===== src/rtl/axis_mem_arbiter_pkg.sv =====
// Shared types and helpers for the AXI-Stream memory-write arbiter.
package axis_mem_arbiter_pkg;

    // Arbiter FSM encoding, kept stable for reuse by a read-side arbiter.
    typedef enum logic [1:0] {
        ST_IDLE  = 2'd0,
        ST_GRANT = 2'd1,
        ST_DRAIN = 2'd2
    } arb_state_e;

    // Ceiling log2 with a floor of 1 so a field is never zero bits wide.
    function automatic int unsigned clog2(input int unsigned value);
        int unsigned result;
        result = 1;
        for (int unsigned b = 1; b < 32; b++) begin
            if ((32'd1 << b) < value) begin
                result = b + 1;
            end
        end
        return result;
    endfunction

endpackage


===== src/rtl/axis_rr_picker.sv =====
// Combinational round-robin pick: first set request at or above ptr, wrapping.
module axis_rr_picker
    import axis_mem_arbiter_pkg::*;
#(
    parameter int unsigned NUM_REQ = 4
) (
    input  logic [NUM_REQ-1:0]        req,
    input  logic [clog2(NUM_REQ)-1:0] ptr,
    output logic                      any,
    output logic [clog2(NUM_REQ)-1:0] idx
);

    localparam int unsigned IW = clog2(NUM_REQ);

    logic [NUM_REQ-1:0] rot;
    int unsigned        src;
    int unsigned        sel;

    // Rotate so ptr sits at bit 0, priority-encode the lowest bit, rotate back.
    always_comb begin
        rot = '0;
        src = 0;
        sel = 0;
        any = 1'b0;
        for (int unsigned j = 0; j < NUM_REQ; j++) begin
            src = j + 32'(ptr);
            if (src >= NUM_REQ) begin
                src = src - NUM_REQ;
            end
            rot[j] = req[src];
        end
        for (int j = int'(NUM_REQ) - 1; j >= 0; j--) begin
            if (rot[j]) begin
                any = 1'b1;
                sel = 32'(j);
            end
        end
        src = sel + 32'(ptr);
        if (src >= NUM_REQ) begin
            src = src - NUM_REQ;
        end
        idx = IW'(src);
    end

endmodule


===== src/rtl/axis_mem_arbiter.sv =====
// Packet-level round-robin arbiter merging NUM_REQ AXI-Stream producers into one
// registered write stream; over-length packets are truncated and drained.
module axis_mem_arbiter
    import axis_mem_arbiter_pkg::*;
#(
    parameter int unsigned NUM_REQ    = 4,
    parameter int unsigned DATA_WIDTH = 32,
    parameter int unsigned MAX_BEATS  = 4096
) (
    input  logic                              axis_aclk,
    input  logic                              axis_areset,
    input  logic [NUM_REQ*DATA_WIDTH-1:0]     s01_axis_tdata,
    input  logic [NUM_REQ*(DATA_WIDTH/8)-1:0] s01_axis_tstrb,
    input  logic [NUM_REQ-1:0]                s01_axis_tvalid,
    input  logic [NUM_REQ-1:0]                s01_axis_tlast,
    output logic [NUM_REQ-1:0]                s01_axis_tready,
    output logic [DATA_WIDTH-1:0]             m01_axis_tdata,
    output logic [DATA_WIDTH/8-1:0]           m01_axis_tstrb,
    output logic                              m01_axis_tvalid,
    output logic                              m01_axis_tlast,
    input  logic                              m01_axis_tready,
    output logic [clog2(NUM_REQ)-1:0]         grant_id,
    output logic                              busy,
    output logic                              err_len
);

    localparam int unsigned SW = DATA_WIDTH / 8;
    localparam int unsigned IW = clog2(NUM_REQ);
    localparam int unsigned CW = clog2(MAX_BEATS + 1);

    arb_state_e          state_q, state_d;
    logic [IW-1:0]       ptr_q, ptr_d;
    logic [IW-1:0]       grant_d;
    logic                busy_d;
    logic                err_d;
    logic [CW-1:0]       beat_cnt_q, beat_cnt_d;
    logic [CW-1:0]       cnt_inc;
    logic [IW-1:0]       ptr_after;

    logic                pick_any;
    logic [IW-1:0]       pick_idx;

    logic [DATA_WIDTH-1:0] sel_data;
    logic [SW-1:0]         sel_strb;
    logic                  sel_valid;
    logic                  sel_last;

    logic                out_free;
    logic                load;
    logic                force_last;
    logic [NUM_REQ-1:0]  ready;

    axis_rr_picker #(
        .NUM_REQ (NUM_REQ)
    ) u_picker (
        .req (s01_axis_tvalid),
        .ptr (ptr_q),
        .any (pick_any),
        .idx (pick_idx)
    );

    // Route the granted requester's beat to the arbiter core.
    always_comb begin
        sel_data  = '0;
        sel_strb  = '0;
        sel_valid = 1'b0;
        sel_last  = 1'b0;
        for (int unsigned i = 0; i < NUM_REQ; i++) begin
            if (grant_id == IW'(i)) begin
                sel_data  = s01_axis_tdata[i*DATA_WIDTH +: DATA_WIDTH];
                sel_strb  = s01_axis_tstrb[i*SW +: SW];
                sel_valid = s01_axis_tvalid[i];
                sel_last  = s01_axis_tlast[i];
            end
        end
    end

    assign out_free  = !m01_axis_tvalid || m01_axis_tready;
    assign cnt_inc   = beat_cnt_q + CW'(1);
    assign ptr_after = (grant_id == IW'(NUM_REQ - 1)) ? '0 : grant_id + IW'(1);

    // Next-state, grant bookkeeping, beat counting and tready demux.
    always_comb begin
        state_d    = state_q;
        ptr_d      = ptr_q;
        grant_d    = grant_id;
        busy_d     = busy;
        err_d      = 1'b0;
        beat_cnt_d = beat_cnt_q;
        ready      = '0;
        load       = 1'b0;
        force_last = 1'b0;
        case (state_q)
            ST_IDLE: begin
                if (pick_any) begin
                    grant_d = pick_idx;
                    busy_d  = 1'b1;
                    state_d = ST_GRANT;
                end
            end
            ST_GRANT: begin
                ready[grant_id] = out_free;
                if (sel_valid && out_free) begin
                    load = 1'b1;
                    if (sel_last) begin
                        ptr_d      = ptr_after;
                        beat_cnt_d = '0;
                        busy_d     = 1'b0;
                        state_d    = ST_IDLE;
                    end else if (cnt_inc == CW'(MAX_BEATS)) begin
                        force_last = 1'b1;
                        err_d      = 1'b1;
                        beat_cnt_d = '0;
                        state_d    = ST_DRAIN;
                    end else begin
                        beat_cnt_d = cnt_inc;
                    end
                end
            end
            ST_DRAIN: begin
                ready[grant_id] = 1'b1;
                if (sel_valid && sel_last) begin
                    ptr_d   = ptr_after;
                    busy_d  = 1'b0;
                    state_d = ST_IDLE;
                end
            end
            default: begin
                state_d = ST_IDLE;
            end
        endcase
    end

    assign s01_axis_tready = ready;

    // Control state registers.
    always_ff @(posedge axis_aclk or posedge axis_areset) begin
        if (axis_areset) begin
            state_q    <= ST_IDLE;
            ptr_q      <= '0;
            grant_id   <= '0;
            busy       <= 1'b0;
            err_len    <= 1'b0;
            beat_cnt_q <= '0;
        end else begin
            state_q    <= state_d;
            ptr_q      <= ptr_d;
            grant_id   <= grant_d;
            busy       <= busy_d;
            err_len    <= err_d;
            beat_cnt_q <= beat_cnt_d;
        end
    end

    // Output register slice; payload holds while stalled.
    always_ff @(posedge axis_aclk or posedge axis_areset) begin
        if (axis_areset) begin
            m01_axis_tvalid <= 1'b0;
            m01_axis_tdata  <= '0;
            m01_axis_tstrb  <= '0;
            m01_axis_tlast  <= 1'b0;
        end else if (load) begin
            m01_axis_tvalid <= 1'b1;
            m01_axis_tdata  <= sel_data;
            m01_axis_tstrb  <= sel_strb;
            m01_axis_tlast  <= sel_last || force_last;
        end else if (m01_axis_tready) begin
            m01_axis_tvalid <= 1'b0;
        end
    end

endmodule


===== config.mk =====
export PLATFORM = sky130hd
export DESIGN_NAME = axis_mem_arbiter
export DESIGN_NICKNAME = d
export VERILOG_FILES = /design/src/rtl/axis_mem_arbiter_pkg.sv /design/src/rtl/axis_rr_picker.sv /design/src/rtl/axis_mem_arbiter.sv
export SDC_FILE = /design/constraint.sdc
export NUM_CORES = 1
export LEC_CHECK = 0
export ABC_AREA = 1
export CAP_MARGIN = 20
export CORE_MARGIN = 1.5
export CORE_UTILIZATION = 40
export CTS_BUF_LIST = sky130_fd_sc_hd__clkbuf_2 sky130_fd_sc_hd__clkbuf_4 sky130_fd_sc_hd__clkbuf_8
export DETAILED_ROUTE_END_ITERATION = 8
export HOLD_SLACK_MARGIN = 0.03
export PLACE_DENSITY = 0.89
export SYNTH_ARGS = -nofsm -noshare
export SYNTH_HDL_FRONTEND = slang
export SYNTH_SLANG_ARGS = --single-unit

===== constraint.sdc =====
create_clock -name axis_aclk -period 3.34 [get_ports axis_aclk]
set_input_delay 1.002 -clock axis_aclk [delete_from_list [all_inputs] [get_ports axis_aclk]]
set_output_delay 1.002 -clock axis_aclk [all_outputs]
set_load 0.02 [all_outputs]

Word-level counts from Yosys, hierarchy flattened:

Cells that the tools add are included.

* flip-flop bits (word level): 59

* add/subtract/negate cells: 11
* order comparisons: 11
* eq/ne operators: 11
* bitwise gates (word level): 1
* reductions and logical operators: 16
* mux-type cells: 66

Operators with widths (number)
* 32-bit 2-to-1 mux: 8
* 32-bit by 3-bit < comparator with 1-bit output, second input constant: 4
* 32-bit by 3-bit greater-or-equal comparator with 1-bit output, second input constant: 3
* 32-bit by 3-bit subtractor with 32-bit output, second input constant: 3
* 1-bit 2-to-1 mux: 29
* 2-bit 2-to-1 mux: 14
* 13-bit 2-to-1 mux: 2
* 4-bit 2-to-1 mux: 4
* 13-bit by 1-bit adder with 13-bit output, second input constant: 1
* 13-bit == test, second input constant: 1
* 1-bit binary-select mux with 2-bit select: 4
* 2-bit != test, second input constant: 4
* 4-bit case mux with 2 select lines: 1
* 4-bit AND reduction: 2
* 2-bit by 2-bit adder with 3-bit output, first input constant: 2
* 2-bit == test, second input constant: 3
* 2-bit case mux with 3 select lines: 1
* 5-bit AND reduction: 1
* 4-bit AND: 1
* 2-bit by 1-bit == test with 1-bit output, second input constant: 2
* 2-bit logical NOT: 2
* 2-bit case mux with 2 select lines: 1
* 2-bit AND reduction: 2
* 2-bit nonzero test: 2
* 16 further kinds: 19

Longest topological paths before layout:

Gate-level depths: netlist of the first run.

* word-level depth: 12
* depth in mapped cells: 17

Modules after synthesis:

From an unflattened synthesis of the first run, not the netlist that was laid out.

* cells, all modules: 560
* area total of the unflattened synthesis: 4066.4 um2

By module, submodules not included
* axis_mem_arbiter: cells each 504, times used 1, area each 3807.4 um2
* axis_rr_picker: cells each 56, times used 1, area each 259.0 um2

Least setup slack after synthesis of the first run:

No wires, ideal clock.

* kind: in2out
* start: in m01_axis_tready
* end: out s01_axis_tready[0]
* required time: 2.338 ns
* arrival: 1.637 ns
* setup slack: 0.701 ns
* stages: 4
* path through: nor2_1 -> nor2_1 -> o21ai_0 -> nor2_1

* cells in the longest elaborated chain, start to end: 3

Ends and longest elaborated chain
* start, declared: RTL line axis_mem_arbiter.sv:21 `input logic m01_axis_tready,`
* 1-bit logical OR: RTL line axis_mem_arbiter.sv:78 `assign out_free = !m01_axis_tvalid || m01_axis_tready;`
* 4-bit AND (no line)
* 4-bit case mux with 2 select lines: RTL line axis_mem_arbiter.sv:93 `case (state_q)`
* end, declared: RTL line axis_mem_arbiter.sv:16 `output logic [NUM_REQ-1:0] s01_axis_tready,`

No other way between the ends.

Final worst setup path of the first run:

* start: in m01_axis_tready
* end: out s01_axis_tready[2]

The elaborated chain is that of the path after synthesis.

==> results of run 1 <==
## repair_timing
action / in CTS / in global routing
pin swaps: 0 / 0
endpoints found under the setup margin: 4 / 2
endpoints found under the hold margin: 0 / 0
gates resized for setup: 6 / 2
## worst max-delay path, stage by stage
cell and delay [ps]:
sky130_fd_sc_hd__clkdlybuf4s50_1 450, sky130_fd_sc_hd__nor2_1 50, sky130_fd_sc_hd__nor2_1 190, sky130_fd_sc_hd__o21ai_2 120, sky130_fd_sc_hd__nor2_1 120, sky130_fd_sc_hd__clkdlybuf4s15_1 320
## final cells by class
cell class                 count  share of cell area (%)
clock inverter                 5                   0.571
inverter                      38                    2.24
sequential                    59                    23.2
tap                          133                    2.62
multi-input combinational    407                    36.4
timing repair buffer         208                    32.6
clock buffer                  11                    2.38
## logic make-up after synthesis
family	after synthesis
simple gates	218
compound gates	176
buf+inv	72
flops	59
fa+ha+maj	10
xor+xnor	3
## where the power goes
part	internal [mW]	switching, mW
Sequential	1.01	0.247
Combinational	1.37	1.97
Clock	0.310	0.296
Total	2.69	2.51
## flip-flops by register name, summed over array words and instances, names as in the netlist
register         count
m01_axis_tdata      32
beat_cnt_q          13
m01_axis_tstrb       4
grant_id             2
ptr_q                2
state_q              2
busy                 1
err_len              1
m01_axis_tlast       1
m01_axis_tvalid      1
## synth_stat cells (4+ instances only)
cell type / instances / share of area, %
sky130_fd_sc_hd__buf_1: 6 / 0.55
sky130_fd_sc_hd__buf_2: 14 / 1.7
sky130_fd_sc_hd__dfrtp_1: 59 / 36
sky130_fd_sc_hd__o31ai_1: 4 / 0.74
sky130_fd_sc_hd__inv_1: 34 / 3.1
sky130_fd_sc_hd__o21ai_1: 13 / 1.6
sky130_fd_sc_hd__nand2_2: 10 / 1.5
sky130_fd_sc_hd__o211ai_1: 36 / 6.6
sky130_fd_sc_hd__ha_1: 10 / 3.1
sky130_fd_sc_hd__a22oi_1: 36 / 6.6
sky130_fd_sc_hd__nand2_1: 139 / 13
sky130_fd_sc_hd__clkbuf_1: 13 / 1.2
sky130_fd_sc_hd__nand4_1: 9 / 1.4
sky130_fd_sc_hd__nor2_4: 6 / 1.7
sky130_fd_sc_hd__nand3_2: 5 / 1.2
sky130_fd_sc_hd__nor2_1: 18 / 1.7
sky130_fd_sc_hd__a21oi_1: 6 / 0.74
sky130_fd_sc_hd__o21ai_0: 76 / 9.3
sky130_fd_sc_hd__nand3_1: 14 / 1.7
sky130_fd_sc_hd__nor2_2: 4 / 0.61
sky130_fd_sc_hd__nand2_4: 4 / 1.1
## routing by layer
layer	up-vias	track usage [%]	share of wire [%]
met2	177	43.0	52
met1	2073	26.4	40
li1	2231	-	-
met4	0	8.93	1.8
met3	22	6.27	7.0
met5	-	0	0
## worst max-delay path by stage
stage / start / endpoint / cells past startpoint
after floorplan: m01_axis_tready / s01_axis_tready[0] / 4
after global placement: m01_axis_tready / s01_axis_tready[1] / 6
after detailed placement: m01_axis_tready / s01_axis_tready[2] / 6
after CTS: m01_axis_tready / s01_axis_tready[2] / 6
after global routing: m01_axis_tready / s01_axis_tready[3] / 6
final: m01_axis_tready / s01_axis_tready[2] / 6
## stage by stage
step	total power [mW]	std cells	hold WS [ps]
after floorplan	3.47	538	466
after global placement	4.46	845	464
after detailed placement	4.60	845	471
after CTS	5.23	861	488
after global routing	5.65	861	508
final	5.20	861	486
==> results summary, run 1 <==
The number of buffers on the longest clock path is 2. The capture instance of the worst register-to-register path is beat_cnt_q[3]. The number of flip-flops and latches in the synthesized netlist is 59.

The clock latency of the later-clocked register in the worst-skew pair is 340 ps. The worst relative slew slack came out at 52.8%. The average vias per placed instance is 5.23. CTS placed an instance of sky130_fd_sc_hd__clkbuf_8 at the clock tree root. The number of enable-type register cells in the synthesized netlist is 0.

Counting instances, the worst hold path has a depth of 2. For this run, the post-layout net count is 888. The detailed-route via count is 4503. Setup slack on the worst reg-to-reg path comes out at 670 ps. The horizontal die dimension is 104 µm. The least setup slack across all paths after layout is 70.0 ps.

Averaged over all synthesized cells, the footprint is 7.58 µm². The total area of multi-input combinational cells is 0.00231 mm². At the end of routability-driven placement, the weighted congestion stood at 0.889.

The capturing element type of the critical path is an output pin. The proportion of synthesized chip area in sequential cells is 36.2%. The placement row count is 36. The critical path in this run is classified as primary input to output pin. The clock buffer count from CTS is 9. The run finished with clean final reports. The count of nets left with antenna violations after detail routing is 0. Based on the critical path, the design can be clocked at up to 306 MHz. The maximum number of pins on one net before global-route repair came out at 76. The starting DRC count in detailed routing is 201.

The growth of design area from synthesis to finish came out at 56.0%. After synthesis, the largest family of logic cells by area is compound AO/OA/AOI/OAI gates. The path with the worst hold slack has its endpoint at m01_axis_tdata[31].

The library cell used most frequently in the layout, excluding fill and tap cells, is sky130_fd_sc_hd__clkdlybuf4s50_1. The aggregate routed wire length is 12800 µm. The TritonCTS clock tree is yes. The post-CTS setup buffer count is 0.

For the final database, setup skew stands at 7.64 ps. Measured in cells, the most critical reg-to-reg path has a length of 11. The post-synthesis adder-cell area fraction is 3.07%. In the synthesized netlist the dominant register cell turns out to be sky130_fd_sc_hd__dfrtp_1. The number of pins with negative max-slew slack in the final report came out at 0. The initial antenna violation count came out at 0. The count of antenna diodes in the layout came out at 0. The number of top-level design ports is 201. The instance count of the mapped netlist came out at 538. The time the final worst path needs with I/O delays and setup came out at 3270 ps.

In this run the worst hold path is classified as flip-flop to flip-flop. The data arrival time of the critical path is 2270 ps. The number of nets in the synthesized netlist is 703. The level count of the clock H-tree is 3.

Dividing the detail-routed wire length by the instance count gives 14.9 µm. The leakage power came out at 2.59 nW. After synthesis, the share of flip-flops with an asynchronous set or reset is 100%. The die extent in y came out at 104 µm. Global routing used 23.7% of the available tracks across all layers. The core utilization of the finished layout is 64.8%. The number of warnings reported in the yosys synthesis log is 0. The total die area is 0.0108 mm². The count of endpoints failing hold in the final timing report is 0. The type of origin of the critical path is a primary input. Multiplexer cells account for 0% of the synthesized area. The worst voltage drop across the vdd grid came out at 0.976 mV. The quantity of hold-fixing buffers added after cts came out at 0. The number of sinks on the clock net is 59.

After Yosys synthesis, XOR and XNOR cells account for 0.644% of the synthesized area. Prior to clock tree synthesis, the placed netlist has a worst setup slack of -358 ps. The first global-routing pass estimated 20700 µm of wire. The top cell types in the final layout, fill and taps aside, are 196 x sky130_fd_sc_hd__clkdlybuf4s50_1, 138 x sky130_fd_sc_hd__nand2_1, 75 x sky130_fd_sc_hd__o21ai_0, 59 x sky130_fd_sc_hd__dfrtp_1. The worst-margin pin slew came out at 707 ps. The cell area after synthesis is 0.00408 mm². The max-capacitance violation count came out at 0. The post-detailed-route DRC marker count is 0.

The post-place instance area came out at 0.00617 mm². Once layout is done, the placed cells without fillers occupy 0.00636 mm². In this run the critical register-to-register path is launched from grant_id[0].

The via count of the first global-routing pass is 4438. The area fraction in compound gates after synthesis came out at 26.6%. The fraction of final layout cells with drive strength greater than 1 is 9.07%. The number of buffers inserted by port buffering came out at 200. Once the floorplan was initialized, standard cells occupied 41.5% of the core. The number of distinct library cell variants in the gate-level netlist after synthesis came out at 34. The total power density per cell area is 818 mW/mm². Setup repair after global routing left no endpoint under its margin.

The number of iterations in the first detailed-routing pass is 5. The area of the placeable core is 0.00982 mm². The share of the clock period used by the worst path came out at 97.9%. Adding up every negative setup slack in the final design gives 0 ps.

The launch instance of the worst min-delay path is m01_axis_tdata[31]. The data required time at the worst endpoint came out at 2340 ps. After filler insertion, the fill cell instance count of the layout stands at 841. For this run the aggregate overflow at the end of global routing stands at 0. The area of all sequential standard cells came out at 0.00148 mm². After clock tree synthesis, the clock-pin slew on the worst setup and hold paths is 70 ps. Of the total synthesized cell area, the portion taken by AND, OR, NAND and NOR gates is 26.3%. The HPWL after detailed placement is 9910 µm. Setup violations remaining at the end of the flow were counted as 0. The largest fanout of any net on the critical path is 4.
Note: power is estimated with default switching activity, not from simulation.
==> run 2: changes to the inputs <==
CORE_MARGIN = default   (was 1.5)
==> run 2 against run 1 <==
Net effect: clock skew increased by 4.4 ps; maximum frequency decreased by 0.42%; non-clock buffer count unchanged; sequential cell count unchanged; final area increased by 0.30%; via count increased by 0.98%; clock power increased by 8.6%; sequential share of layout area decreased by 0.068 points; first-iteration DRC count decreased by 16%; highest routed layer unchanged.
==> results summary, run 2 (synthesized netlist as in run 1, its figures left out) <==
The data arrival time of the critical path is 2280 ps. The number of flip-flops in the largest register is 32. Global routing used 24.1% of the available tracks. The number of iterations in the first detailed-routing pass is 5. The path class of the tightest hold or removal check is flip-flop to flip-flop. The area of the placeable core came out at 0.00982 mm². The largest fanout of any net on the critical path came out at 4. The clock arrives with 12.1 ps of skew. The worst path uses 98.3% of the clock period. In this run the deepest clock path goes through 2 buffers.

The H-tree was split into 3 levels. STA classifies the critical path startpoint as a primary input. For the worst-skew pair, the clock arrives at the later sink with an insertion delay of 330 ps. The half-perimeter wire length after placement is 10200 µm. The post-CTS setup buffer count is 0. In this design, the critical path's most frequently occurring cell is sky130_fd_sc_hd__nor2_1. The initial cell density of the core is 41.5%. The leakage power came out at 2.60 nW. The average vias per placed instance is 5.28. The most frequent standard cell in the layout excluding fill and tap cells is sky130_fd_sc_hd__clkdlybuf4s50_1. The number of sinks on the clock net is 59. The average wire per standard cell came out at 15.1 µm.

The total die area came out at 0.0106 mm². The placement row count came out at 36. From synthesis to final layout, the design area changed by 56.4%. The largest registers in the layout are m01_axis_tdata (32), beat_cnt_q (13), m01_axis_tstrb (4). The post-detailed-route DRC marker count came out at 0.

Across the VDD grid, the largest voltage drop is 0.534 mV. For the worst setup path, the data required time is 2340 ps. The area of all sequential standard cells came out at 0.00148 mm². The number of setup violations in the final report came out at 0. Counting tap cells, the placed design contains a total of 845 instances. The count of nets left with antenna violations after detail routing is 0. Counting the buffers created by CTS gives 9. The TritonCTS clock tree is yes. The routability-driven placement congestion ratio is 0.806. From bottom edge to top edge, the die measures 103 µm. Leaving out fill and tap cells, the most frequent cells in the layout are 196 x sky130_fd_sc_hd__clkdlybuf4s50_1, 138 x sky130_fd_sc_hd__nand2_1, 75 x sky130_fd_sc_hd__o21ai_0, 59 x sky130_fd_sc_hd__dfrtp_1. The cell sitting at the root of the clock tree is a sky130_fd_sc_hd__clkbuf_8. For this design the ratio of total power to cell area is 828 mW/mm². The core utilization of the finished layout is 65.0%. After filler insertion, the fill cell instance count of the layout stands at 838.

The detailed-route via count came out at 4547. The type of the worst setup path is primary input to output pin. The via count of the first global-routing pass came out at 4343. The run finished with clean final reports.

The signal on the critical path passes through clkdlybuf4s50_1, nor2_2, nor2_1, o21ai_2, nor2_1, dlygate4sd2_1. The maximum number of pins on one net before global-route repair came out at 75. The destination of the worst hold path is m01_axis_tdata[9]. The slowest stage of the critical path belongs to the cell sky130_fd_sc_hd__clkdlybuf4s50_1. The aggregate routed wire length is 13000 µm.

The wire length of the first global-routing pass came out at 19800 µm. Setup repair after global routing left no endpoint under its margin. The time the final worst path needs with I/O delays and setup is 3280 ps.

In the final layout, the multi-input gates occupy 0.00232 mm². Headroom to the max-slew limit came out at 55.4%. The net count reported at finish came out at 888. For flop-to-flop paths, the worst setup slack is 530 ps. The number of pins with negative max-slew slack in the final report came out at 0. Ranked by flip-flop count, first place goes to m01_axis_tdata. The starting DRC count in detailed routing came out at 168. The highest achievable clock rate is 305 MHz. 201 I/O pins were placed. STA classifies the critical path endpoint as an output pin. The initial antenna violation count was 0.

The die is 103 µm wide. The capture instance of the worst register-to-register path is state_q[1]. The repair_antennas step left the layout with diodes totalling 0. The fraction of final layout cells with drive strength greater than 1 came out at 9.20%. The worst-margin pin slew is 668 ps. The clock transition at the registers of the reported paths came out at 60 ps.

Tracing the worst setup path back leads to its startpoint at m01_axis_tready. The largest incremental delay on the critical path came out at 410 ps. The max-capacitance violation count is 0. The final cell count without fillers is 861. The length in cells of the worst reg-to-reg path came out at 14. Along the worst hold path, the cell count comes to 2. The launch instance of the worst min-delay path is m01_axis_tdata[9]. The count of endpoints failing hold in the final timing report is 0. The number of buffers inserted by port buffering is 200. The worst register-to-register path begins at grant_id[0]. The remaining global-route overflow is 0.
-- run 2: area by class of cell --
cell class                      count  area share (%)
Multi-Input combinational cell    407            36.3
Clock buffer                       12            2.39
Clock inverter                      4           0.785
Sequential cell                    59            23.1
Timing Repair Buffer              208            32.5
Inverter                           38            2.24
Tap cell                          133            2.61
-- run 2: worst max-delay path, delay by kind of cell --
kind            cells  cell delay [ps]
buf+inv             2              730
simple gates        3              270
compound gates      1              270
-- run 2: timing repair --
item / CTS / global route
pin swaps: 0 / 1
hold endpoints to repair: 0 / 0
gates resized for setup: 6 / 4
hold buffers: 0 / 0
setup endpoints to repair: 4 / 2
-- run 2: how the worst max path moves through the flow --
| stage | slack (ps) | end |
|---|---|---|
| 2_1_floorplan | 700 | s01_axis_tready[0] |
| 6_report | 60 | s01_axis_tready[1] |
| 4_1_cts | 80 | s01_axis_tready[2] |
| 3_5_place_dp | -390 | s01_axis_tready[2] |
| 5_1_grt | 20 | s01_axis_tready[1] |
| 3_3_place_gp | -400 | s01_axis_tready[3] |
-- run 2: through the flow --
step	hold slack, ps	power, mW	worst slack (ps)	setup TNS (ps)	area, µm²
4_1_cts	488	5.31	82.6	0	6370
3_3_place_gp	464	4.47	-399	-1570	6170
2_1_floorplan	466	3.47	701	0	4080
6_report	487	5.28	56.1	0	6380
3_5_place_dp	469	4.62	-386	-1490	6170
5_1_grt	508	5.74	16.9	0	6380
-- run 2: power breakdown --
| part | internal, mW | switching [mW] |
|---|---|---|
| logic | 1.37 | 2.00 |
| clock network | 0.380 | 0.278 |
| registers | 1.01 | 0.248 |
| total | 2.76 | 2.52 |
-- run 2: routing by layer --
layer | part of all wire (%) | GRT usage [%] | vias to the layer above | wire length, µm
li1 | - | - | 2229 | -
met4 | 2.4 | 9.64 | 0 | 318
met1 | 39 | 27.5 | 2113 | 5090
met3 | 6.9 | 6.64 | 27 | 899
met2 | 52 | 42.5 | 178 | 6710
met5 | 0 | 0 | - | 0
==> run 3: changes to the inputs <==
CORE_MARGIN = 4   (was default)
CTS_CLUSTER_SIZE = 25   (was default)
==> run 3 against run 2 <==
Net effect: non-clock buffer count stayed put; highest routed layer unchanged; first-iteration DRC count is 62% higher; global-route usage is 1.9 points lower; sequential power hardly changed; die area is 12% higher; largest cell class unchanged; register-to-register slack better by 260 ps; critical path type unchanged; critical endpoint is now s01_axis_tready[3]; clock power is 13% higher; maximum frequency is 0.69% higher; via count is 0.26% lower; total power is 1.5% higher; largest power group unchanged.
==> results summary, run 3 (synthesized netlist as in run 1, its figures left out) <==
The run finished with clean final reports. The time the final worst path needs with I/O delays and setup came out at 3260 ps. The routability-driven placement congestion ratio came out at 0.821. In the global route stage, met2 resource usage came out at 39.5%. The number of buffers on the longest clock path is 2. The data required time at the worst endpoint is 2340 ps.

Internal power comes to 2.86 mW. Tracing the worst setup path back leads to its startpoint at m01_axis_tready. The floorplan has 36 rows. For this run, the post-layout net count is 888.

The data arrival time of the critical path is 2260 ps. The TritonCTS clock tree is yes. The initial antenna violation count came out at 0. The register with the most flip-flops in the final layout is m01_axis_tdata. The register share of total power came out at 23.5%. The final hold slack is 484 ps. The switching component of the power is 2.51 mW. The leakage power came out at 2.63 nW. At the pin with the least slew margin, the transition time is 686 ps. The number of setup violations in the final report came out at 0. From bottom edge to top edge, the die measures 109 µm.

After clock tree synthesis, the clock-pin slew on the worst setup and hold paths is 60 ps. In this run, the number of DRC markers left after iteration 0 of detailed routing was 272. The met1 track demand over resource is 25.2%. The die covers 0.0119 mm².

Once layout is done, the placed cells without fillers occupy 0.00642 mm². The count of antenna diodes in the layout came out at 0. The number of pins with negative max-slew slack in the final report is 0. After detailed routing, the number of vias per cell comes to 5.27.

The clock buffer count from CTS came out at 9. The count of endpoints failing hold in the final timing report is 0. In the layout the commonest cells are 196 x sky130_fd_sc_hd__clkdlybuf4s50_1, 138 x sky130_fd_sc_hd__nand2_1, 75 x sky130_fd_sc_hd__o21ai_0, 59 x sky130_fd_sc_hd__dfrtp_1.

The launch instance of the worst min-delay path is m01_axis_tdata[1]. The fraction of met3 tracks used by global routing is 6.16%. The worst hold path belongs to the class flip-flop to flip-flop. The number of flip-flops in the largest register came out at 32.

The growth of design area from synthesis to finish is 57.3%. After detailed placement, the total cell area comes to 0.00618 mm². The via count of the first global-routing pass came to 4616. The count of nets left with antenna violations after detail routing is 0.

The largest registers in the layout are m01_axis_tdata (32), beat_cnt_q (13), m01_axis_tstrb (4). The remaining global-route overflow is 0. The clock latency of the later-clocked register in the worst-skew pair came out at 340 ps. The highest achievable clock rate is 307 MHz. Hold repair after CTS inserted 0 buffers. Combinational logic is responsible for 62.6% of the overall power. The maximum number of pins on one net before global-route repair is 76. The critical path in this run is classified as primary input to output pin. The wire length of the first global-routing pass came out at 21000 µm. STA classifies the critical path startpoint as a primary input. The number of iterations in the first detailed-routing pass is 5. The cell chosen for the clock root is sky130_fd_sc_hd__clkbuf_8.

The largest fanout of any net on the critical path is 4. In this run the critical register-to-register path is launched from grant_id[0]. The total power density per cell area is 836 mW/mm². The number of top-level design ports is 201.

Setup repair after global routing left no endpoint under its margin. The library cell used most frequently in the layout, excluding fill and tap cells, is sky130_fd_sc_hd__clkdlybuf4s50_1. Measured against its own limit, the worst slew margin works out to 54.2%. In this run the post-CTS setup repair buffer count came out at 0.

The capturing element type of the critical path is an output pin. For the worst flop-to-flop path, the logic depth is 14. For this run, design rule violations remaining after detail routing come to 0.

The worst hold path passes through 2 cells. The number of sinks on the clock net came out at 59. The level count of the clock H-tree is 3. The number of buffers inserted by port buffering is 200. VDD sags by at most 0.858 mV. The share of the clock period used by the worst path is 97.6%. The region available for standard cell placement spans 0.00986 mm². The tool flagged a number of max-cap violations equal to 0. The aggregate routed wire length is 13300 µm. Once the floorplan was initialized, standard cells occupied 41.3% of the core. The final worst clock skew came out at 11.3 ps.

The global routing stage identified its most utilized layer as met2. Measured along the x axis, the die boundary spans 109 µm. Once detailed placement completed, the half-perimeter wirelength came to 10300 µm.

The fraction of power spent switching nets came out at 46.7%. The average wire per standard cell is 15.5 µm. The post-route netlist has 9.20% of its cells at a drive strength greater than 1. In the global route stage, overall resource usage came out at 22.2%. The share of power burned in the clock network is 13.9%. The detailed-route via count came out at 4535.
[run 3: cell count changes in the layout (fill, tap and decap cells not counted)]
cell / previous run / this run
sky130_fd_sc_hd__buf_4: 7 / 6
sky130_fd_sc_hd__clkbuf_4: 2 / 1
sky130_fd_sc_hd__clkinvlp_4: 2 / 1
sky130_fd_sc_hd__dlygate4sd2_1: 1 / 4
sky130_fd_sc_hd__buf_12: 1 / 2
sky130_fd_sc_hd__clkdlybuf4s15_1: 3 / 0
sky130_fd_sc_hd__bufinv_16: 1 / 2
sky130_fd_sc_hd__clkbuf_8: 10 / 11
[run 3: worst paths after layout]
path / slack (ps) / end
min: 480 / m01_axis_tdata[1]
max in group asynchronous: 2000 / m01_axis_tdata[4]
max: 80 / s01_axis_tready[3]
min in group asynchronous: 1020 / m01_axis_tlast
min reg2reg: 480 / m01_axis_tdata[1]
max reg2reg: 790 / ptr_q[1]
[run 3: through the flow]
stage | utilization [%] | setup WS (ps) | setup TNS, ps | cells | total power [mW]
after floorplan | - | 701 | 0 | 538 | 3.47
after global placement | 62.7 | -361 | -1430 | 845 | 4.48
after detailed placement | 62.7 | -343 | -1340 | 845 | 4.63
after CTS | 65.0 | 102 | 0 | 861 | 5.40
after global routing | 65.0 | 8.06 | 0 | 861 | 5.85
final | 65.0 | 78.7 | 0 | 861 | 5.37
[run 3: cell type report]
cell class | count | area [µm²]
fill | 809 | 3450
multi-input combinational | 407 | 2320
timing repair buffer | 208 | 2080
sequential | 59 | 1480
tap | 133 | 166
clock buffer | 12 | 159
inverter | 38 | 143
clock inverter | 4 | 72.6
[run 3: layer usage]
| layer | wire, µm | share of wire, % |
|---|---|---|
| met1 | 5150 | 39 |
| met3 | 1060 | 8.0 |
| met5 | 0 | 0 |
| met2 | 6810 | 51 |
| met4 | 289 | 2.2 |
[run 3: power by group through the flow]
stage / combinational [mW] / sequential, mW / clock [mW]
3_3_place_gp: 3.23 / 1.25 / 0
2_1_floorplan: 2.00 / 1.47 / 0
4_1_cts: 3.38 / 1.26 / 0.766
5_1_grt: 3.74 / 1.30 / 0.800
6_report: 3.36 / 1.26 / 0.746
3_5_place_dp: 3.36 / 1.27 / 0
[run 3: worst max-delay path, stage by stage]
cell and delay [ps]:
sky130_fd_sc_hd__clkdlybuf4s50_1 470, sky130_fd_sc_hd__nor2_2 50, sky130_fd_sc_hd__nor2_1 170, sky130_fd_sc_hd__o21ai_2 120, sky130_fd_sc_hd__nor2_1 100, sky130_fd_sc_hd__dlygate4sd2_1 340
[run 3: timing repair]
item,in CTS,in global routing
gates resized for setup,6,1
endpoints found under the setup margin,4,2
gates cloned,0,0
